## src/rtl/readback_tx.sv

```systemverilog
// Register readback serializer: captures the RE-selected word on an RCLK edge and shifts it MSB-first onto MISO in the next SPI mode-0 frame.
// Latency: BUSY one clk after the strobe; MISO bits follow SCK after SYNC_STAGES+1 clks. Requests during a frame are dropped and flagged in ERR[1].
// Define READBACK_PARITY_EN to append an even-parity bit to each frame.
module readback_tx #(
  parameter int NUM_REGS    = 8,
  parameter int DATAWIDTH   = 16,
  parameter int SYNC_STAGES = 2
) (
  input  logic                          clk,
  input  logic                          rst_n,
  input  logic [NUM_REGS-1:0]           RE,
  input  logic                          RCLK,
  input  logic [NUM_REGS*DATAWIDTH-1:0] RDATA_IN,
  input  logic                          SCK,
  input  logic                          CS_N,
  input  logic                          ERR_CLR,
  output logic                          MISO,
  output logic                          BUSY,
  output logic                          TX_DONE,
  output logic [1:0]                    ERR
);

`ifdef READBACK_PARITY_EN
  localparam int FRAME_LEN = DATAWIDTH + 1;
`else
  localparam int FRAME_LEN = DATAWIDTH;
`endif
  localparam int CNT_W = $clog2(FRAME_LEN + 1);

  localparam logic [1:0] ST_IDLE  = 2'd0;
  localparam logic [1:0] ST_ARMED = 2'd1;
  localparam logic [1:0] ST_SHIFT = 2'd2;
  localparam logic [1:0] ST_DONE  = 2'd3;

  logic [1:0]             state;
  logic [SYNC_STAGES-1:0] sck_sync;
  logic [SYNC_STAGES-1:0] cs_sync;
  logic                   sck_q;
  logic                   cs_q;
  logic                   rclk_q;
  logic [DATAWIDTH-1:0]   cap_reg;
  logic [FRAME_LEN-1:0]   sh_reg;
  logic [CNT_W-1:0]       bit_cnt;

  logic                   sck_s;
  logic                   cs_s;
  logic                   sck_rise;
  logic                   sck_fall;
  logic                   cs_fall;
  logic                   req;
  logic                   multi_hot;
  logic [DATAWIDTH-1:0]   sel_data;
  logic [1:0]             err_set;

  function automatic logic [FRAME_LEN-1:0] frame_of(input logic [DATAWIDTH-1:0] d);
`ifdef READBACK_PARITY_EN
    return {d, ^d};
`else
    return d;
`endif
  endfunction

  assign sck_s    = sck_sync[SYNC_STAGES-1];
  assign cs_s     = cs_sync[SYNC_STAGES-1];
  assign sck_rise = sck_s & ~sck_q;
  assign sck_fall = ~sck_s & sck_q;
  assign cs_fall  = ~cs_s & cs_q;

  assign req       = RCLK & ~rclk_q & (|RE);
  assign multi_hot = |(RE & (RE - NUM_REGS'(1)));

  // Scan downward so the lowest set RE bit wins.
  always_comb begin
    sel_data = '0;
    for (int i = NUM_REGS - 1; i >= 0; i--) begin
      if (RE[i]) sel_data = RDATA_IN[i*DATAWIDTH +: DATAWIDTH];
    end
  end

  assign err_set[0] = req & multi_hot;
  assign err_set[1] = req & ((state == ST_SHIFT) | (state == ST_DONE));

  assign MISO    = ((state == ST_ARMED) | (state == ST_SHIFT)) & ~cs_s & sh_reg[FRAME_LEN-1];
  assign BUSY    = (state != ST_IDLE);
  assign TX_DONE = (state == ST_DONE);

  always_ff @(posedge clk) begin
    if (!rst_n) begin
      state    <= ST_IDLE;
      sck_sync <= '0;
      cs_sync  <= '0;
      sck_q    <= 1'b0;
      cs_q     <= 1'b0;
      rclk_q   <= 1'b0;
      cap_reg  <= '0;
      sh_reg   <= '0;
      bit_cnt  <= '0;
      ERR      <= 2'b00;
    end else begin
      sck_sync <= {sck_sync[SYNC_STAGES-2:0], SCK};
      cs_sync  <= {cs_sync[SYNC_STAGES-2:0], CS_N};
      sck_q    <= sck_s;
      cs_q     <= cs_s;
      rclk_q   <= RCLK;
      // A set event in the same cycle as ERR_CLR keeps the bit set.
      ERR      <= (ERR & {2{~ERR_CLR}}) | err_set;

      case (state)
        ST_IDLE: begin
          if (req) begin
            cap_reg <= sel_data;
            sh_reg  <= frame_of(sel_data);
            state   <= ST_ARMED;
          end
        end
        ST_ARMED: begin
          if (req) begin
            cap_reg <= sel_data;
            sh_reg  <= frame_of(sel_data);
          end
          if (cs_fall) begin
            bit_cnt <= '0;
            state   <= ST_SHIFT;
          end
        end
        ST_SHIFT: begin
          // Host deselected early: rewind so a retry resends from the MSB.
          if (cs_s) begin
            sh_reg <= frame_of(cap_reg);
            state  <= ST_ARMED;
          end else if (sck_rise) begin
            bit_cnt <= bit_cnt + CNT_W'(1);
            if (bit_cnt == CNT_W'(FRAME_LEN - 1)) state <= ST_DONE;
          end else if (sck_fall) begin
            sh_reg <= {sh_reg[FRAME_LEN-2:0], 1'b0};
          end
        end
        ST_DONE: begin
          state <= ST_IDLE;
        end
        default: begin
          state <= ST_IDLE;
        end
      endcase
    end
  end

endmodule

```

## config.mk

```make
export PLATFORM = sky130hd
export DESIGN_NAME = readback_tx
export DESIGN_NICKNAME = d
export VERILOG_FILES = /design/src/rtl/readback_tx.sv
export SDC_FILE = /design/constraint.sdc
export NUM_CORES = 1
export LEC_CHECK = 0
export CORE_MARGIN = 4
export CORE_UTILIZATION = 38
export DETAILED_ROUTE_END_ITERATION = 8
export PLACE_DENSITY = 0.77
export SETUP_SLACK_MARGIN = 0.2
export SKIP_CTS_REPAIR_TIMING = 1
export SLEW_MARGIN = 10
export SYNTH_ARGS = -nofsm -noshare
export SYNTH_HDL_FRONTEND = slang
export SYNTH_SLANG_ARGS = --single-unit
```

## constraint.sdc

```tcl
create_clock -name clk -period 1.9 [get_ports clk]
set_input_delay 0.38 -clock clk [delete_from_list [all_inputs] [get_ports clk]]
set_output_delay 0.38 -clock clk [all_outputs]
set_load 0.05 [all_outputs]
```

After elaboration in Yosys (flattened, before gate mapping)
Index checks and enable logic that the tools add are counted.
{ "word_totals": {"register_bits": 48, "inputBits": 142, "output_inout_bits": 5, "elab_cells": 78} }
{ "classes": {"add_sub_neg": 2, "n_eq_ne": 13, "n_mux": 23, "bitwise_logic": 19, "reduce_logical": 11} }
{ "op_table": {"columns": ["cell", "count"], "rows": [
  ["two-way mux 16 bit", 12],
  ["one-hot mux 16 bit (2 select lines)", 1],
  ["OR reduction 8 bit", 2],
  ["two-way mux 5 bit", 3],
  ["AND reduction 4 bit", 3],
  ["two-way mux 2 bit", 5],
  ["one-hot mux 5 bit (2 select lines)", 1],
  ["AND 1 bit", 9],
  ["inequality test 3 bit (second input constant)", 3],
  ["AND 8 bit", 1],
  ["inequality test 2 bit (second input constant)", 4],
  ["one-hot mux 2 bit (4 select lines)", 1],
  ["subtractor 8 x 1 -> 8 bit (second input constant)", 1],
  ["nonzero test 2 bit", 3],
  ["adder 5 x 1 -> 5 bit (second input constant)", 1],
  ["== test 5 x 4 -> 1 bit (second input constant)", 1],
  ["inverter 1 bit", 5],
  ["== test 2 bit (second input constant)", 2],
  ["inequality test 3 x 2 -> 1 bit (second input constant)", 1],
  ["AND 2 bit", 1],
  ["== test 2 x 1 -> 1 bit (second input constant)", 1],
  ["zero test 2 bit", 1],
  ["inequality test 2 x 1 -> 1 bit (second input constant)", 1],
  ["OR 1 bit", 2],
  ["other kinds (3)", 3]
]} }

Longest topological paths before layout
{ "logic_depth": {"depth_word": 10, "mapped_depth": 9, "ltp_nobuf": 7} }

Worst setup path before layout
No wires, ideal clock.
{ "synth_timing": {"path_type": "input to register", "from": "in RE[5]", "to": "reg sh_reg[10]", "setup_ps": 117, "arrival_ps": 1769, "required_ps": 1783, "path_slack_ps": 14, "stages": 8, "path_buffers": 3, "cell_sequence": "buf_6 -> or3_4 -> nor4_4 -> o41ai_1 -> and2_1 -> buf_6 -> buf_6 -> a32o_1"} }
{ "synth_via": {"elab_chain_cells": 8, "word_cells_on_any_way": 12, "cone_classes": "1 x eq/ne; 8 x mux; 1 x bitwise; 2 x reduce/logical"} }
{ "synth_rtl": {"columns": ["item", "line", "source"], "rows": [
  ["start: declaration", "11", "input logic [NUM_REGS-1:0] RE,"],
  ["two-way mux 16 bit (6 in series)", "76", "if (RE[i]) sel_data = RDATA_IN[i*DATAWIDTH +: DATAWIDTH];"],
  ["two-way mux 16 bit", "110, 117", null],
  ["one-hot mux 16 bit (2 select lines)", "108", "case (state)"],
  ["end signal: assignment", "112", "sh_reg <= frame_of(sel_data);"],
  ["end signal: assignment", "119", "sh_reg <= frame_of(sel_data);"],
  ["end signal: assignment", "129", "sh_reg <= frame_of(cap_reg);"],
  ["end: declaration", "42", "logic [FRAME_LEN-1:0] sh_reg;"]
]} }
Several ways; a longest one is shown, not always the timed one. The select of a mux whose other input is x is not followed.
A chain may end at the register's enable or synchronous reset.

Final worst setup path
{ "layout_timing": {"from": "reg state[0]", "to": "reg sh_reg[6]"} }
{ "layout_via": {"elab_chain_cells": 4, "word_cells_on_any_way": 10, "cone_classes": "5 x eq/ne; 1 x mux; 4 x reduce/logical"} }
{ "layout_rtl": {"columns": ["item", "line", "source"], "rows": [
  ["start: declaration", "35", "logic [1:0] state;"],
  ["start signal: assignment", "89", "state <= ST_IDLE;"],
  ["start signal: assignment", "113", "state <= ST_ARMED;"],
  ["start signal: assignment", "123", "state <= ST_SHIFT;"],
  ["== test 2 x 1 -> 1 bit / zero test 2 bit (equally long branches)", "108", null],
  ["OR reduction 2 bit (no line)", null, null],
  ["inequality test 2 x 1 -> 1 bit (no line) / nonzero test 2 bit (equally long branches)", null, null],
  ["AND reduction 4 bit (no line)", null, null]
]} }
Several ways; a longest one is shown, not always the timed one.

==> metrics <==
clk buf depth=2; Achievable Freq=around 550 MHz; Max Cap Viol=0; ys async rst share=0%; crit end category=register; PnR worst setup slack=between 0.06 and 0.07 ns; Synth cell types=50; H-tree depth=2; FF+latch count, synth=48; Leak=~0.0022 uW; commonest cells in the netlist=dfxtp_1 (48), clkbuf_1 (29), o21ai_0 (23); GRT Total Usage=a little under a quarter; Yosys warning count=0; Cell Pwr Density=755 nW/um^2; Final Critical Period=roughly 1.8 ns; FP Rows=33; DP HPWL=~9.4 mm; synthesis-to-layout area growth=74.9%; leading area contributor after synthesis=dfxtp_1; layout cell share with drive strength beyond 1=between 20% and 30%; unrepaired setup endpoints after global routing=true; Synth Flop Type=dfxtp_1; top cells by area, synth=dfxtp_1 (30%), a221o_1 (4.6%), mux2i_1 (4.6%); CP Launch Type=register; IO Pins=roughly 150; share of the yosys chip area belonging to registers=29.6%; Die Height=100 um; Sink Count=48; synthesized instance count=between 300 and 400; Setup CP Type=reg2reg; Final Hold Viols=0; n_diodes=0; Die Width=approximately 100 um; Clock Skew=0.0112 ns; First DRT Iteration DRCs=about 220; Critical Path AT=between 2 and 2.5 ns; Net count, final=~700; Rel. slew slack=about 66%; Worst VDD drop=between 0.0004 and 0.0005 V; die area=around 10000 um^2; pre-CTS WS=-0.647 ns; drt wl/cell=between 15 and 20 um; Clock transition at path regs=0.09 ns; fin crit share=between 90 and 100%; count leader, synth=dfxtp_1; fillers=651; syn_area_per_cell=around 8.4 um^2; IO Port Bufs=approximately 150; Mapped Area=roughly 3200 um^2; pin count of the biggest net entering global routing=29; wire length of the first global-routing pass=19.1 mm; EDFF count, synth=0; worst path required time=about 2.1 ns; CTS Buf Count=5; Worst Tran Pin Value=0.504 ns; number of global-route vias before repair=between 3000 and 4000; CTS tree=built; antenna violations before repair=0; DR pass1 iterations=4; CTS root buffer=clkbuf_8; share of the synthesized area in the top cell type=29.6%; total area of sequential cells=roughly 970 um^2; DRT antenna net count=0; Setup TNS Final=0 ns; min-delay worst type=in2reg; CP max FO=7; Max Slew Vio Count=0; status=completed; final WL=roughly 13 mm; Core Region=approximately 8300 um^2; DRC=0; Vias/cell=~5.9; grt ovf=0; area of the multi-input gates=around 2300 um^2; Syn Nets=~540; Pwr Total=around 4300 uW; Setup violations, final=0; Skew-Pair Late Insertion Delay=around 0.31 ns; RD Place Congestion=between 0.8 and 0.9; routed vias=a little under 4000; initial core utilization=39.3%; Hold Worst Slack=0.425 ns
## per-stage QoR
step                instance area (um^2)  std cells  util, %
floorplan                           3280        388        -
global placement                    5070        642     61.4
detailed placement                  5070        642     61.4
CTS                                 5190        650     62.9
global route                        5670        666     68.7
finish                              5670        666     68.7
## power by group
| group | switching (uW) | total [uW] | internal [uW] |
|---|---|---|---|
| registers | 151 | 1360 | 1200 |
| logic | 990 | 2120 | 1130 |
| clock network | 375 | 806 | 431 |
## logic make-up (layout without fill, tap and decap cells)
logic type                 after synthesis  after routing  share of synthesized area (%)
and+or+nand+nor                         98             99                           17.3
adders and majority gates                9              9                           3.32
muxes                                   15             15                           4.63
buffers and inverters                   62            234                           8.84
DFF                                     48             48                           29.6
xor gates and xnor gates                 2              2                          0.540
AOI/OAI and AO/OA                      154            154                           35.7
## metal layers
metal  vias up  global-route usage (%)  wire [um]  share of wire, %
met2       167                    40.6       6770                51
met3        29                    4.93        846               6.4
li1       1855                       -          -                 -
met1      1861                    29.4       5250                40
met5         -                       0          0                 0
met4         0                    6.22        367               2.8
## worst paths after layout
check	to	slack [ns]	startpoint	depth (start not counted)
min	ERR[0]	0.42	RE[7]	4
max reg2reg	sh_reg[6]	0.07	state[0]	8
min reg2reg	sck_sync[1]	0.45	sck_sync[0]	1
max	sh_reg[6]	0.07	state[0]	8
## cell usage in the layout, fill, tap and decap left out, types with 3 or more instances in the layout
| master | Yosys | routed |
|---|---|---|
| clkdlybuf4s50_1 | 0 | 133 |
| dfxtp_1 | 48 | 46 |
| buf_4 | 0 | 43 |
| nand2_1 | 21 | 21 |
| inv_1 | 22 | 20 |
| a21oi_1 | 20 | 19 |
| nand3b_1 | 17 | 17 |
| a31oi_1 | 18 | 17 |
| a221o_1 | 15 | 15 |
| a22oi_1 | 15 | 15 |
| mux2i_1 | 15 | 15 |
| o21ai_2 | 0 | 14 |
| nand3_1 | 14 | 14 |
| o221ai_1 | 15 | 12 |
| a32o_1 | 13 | 12 |
| buf_6 | 7 | 9 |
| a221oi_1 | 16 | 8 |
| a221oi_2 | 0 | 8 |
| and2_1 | 9 | 7 |
| nor2_1 | 10 | 7 |
| dlymetal6s2s_1 | 0 | 7 |
| buf_12 | 0 | 7 |
| nand2b_1 | 7 | 6 |
| nor2b_1 | 7 | 6 |
| o21ai_0 | 23 | 6 |
| clkbuf_8 | 0 | 6 |
| ha_1 | 7 | 4 |
| clkbuf_16 | 0 | 4 |
| and2_4 | 0 | 3 |
| a211oi_1 | 3 | 3 |
| o221ai_2 | 0 | 3 |
| ha_4 | 0 | 3 |
## worst max-delay path, cell delays in order (launching register included)
cell       delay [ns]
dfxtp_4          0.39
inv_6            0.05
ha_4             0.16
nand2b_4         0.07
nor2_2           0.06
o41a_1           0.44
and2_4           0.20
clkbuf_16        0.16
a32o_1           0.20
## layout make-up
cell class | count | area share [%]
Tap cell | 105 | 2.32
Multi-Input combinational cell | 279 | 40.1
Clock buffer | 6 | 1.46
Clock inverter | 2 | 0.684
Sequential cell | 48 | 17.1
Timing Repair Buffer | 203 | 36.7
Inverter | 23 | 1.66
Note: power is estimated with default switching activity, not from simulation.
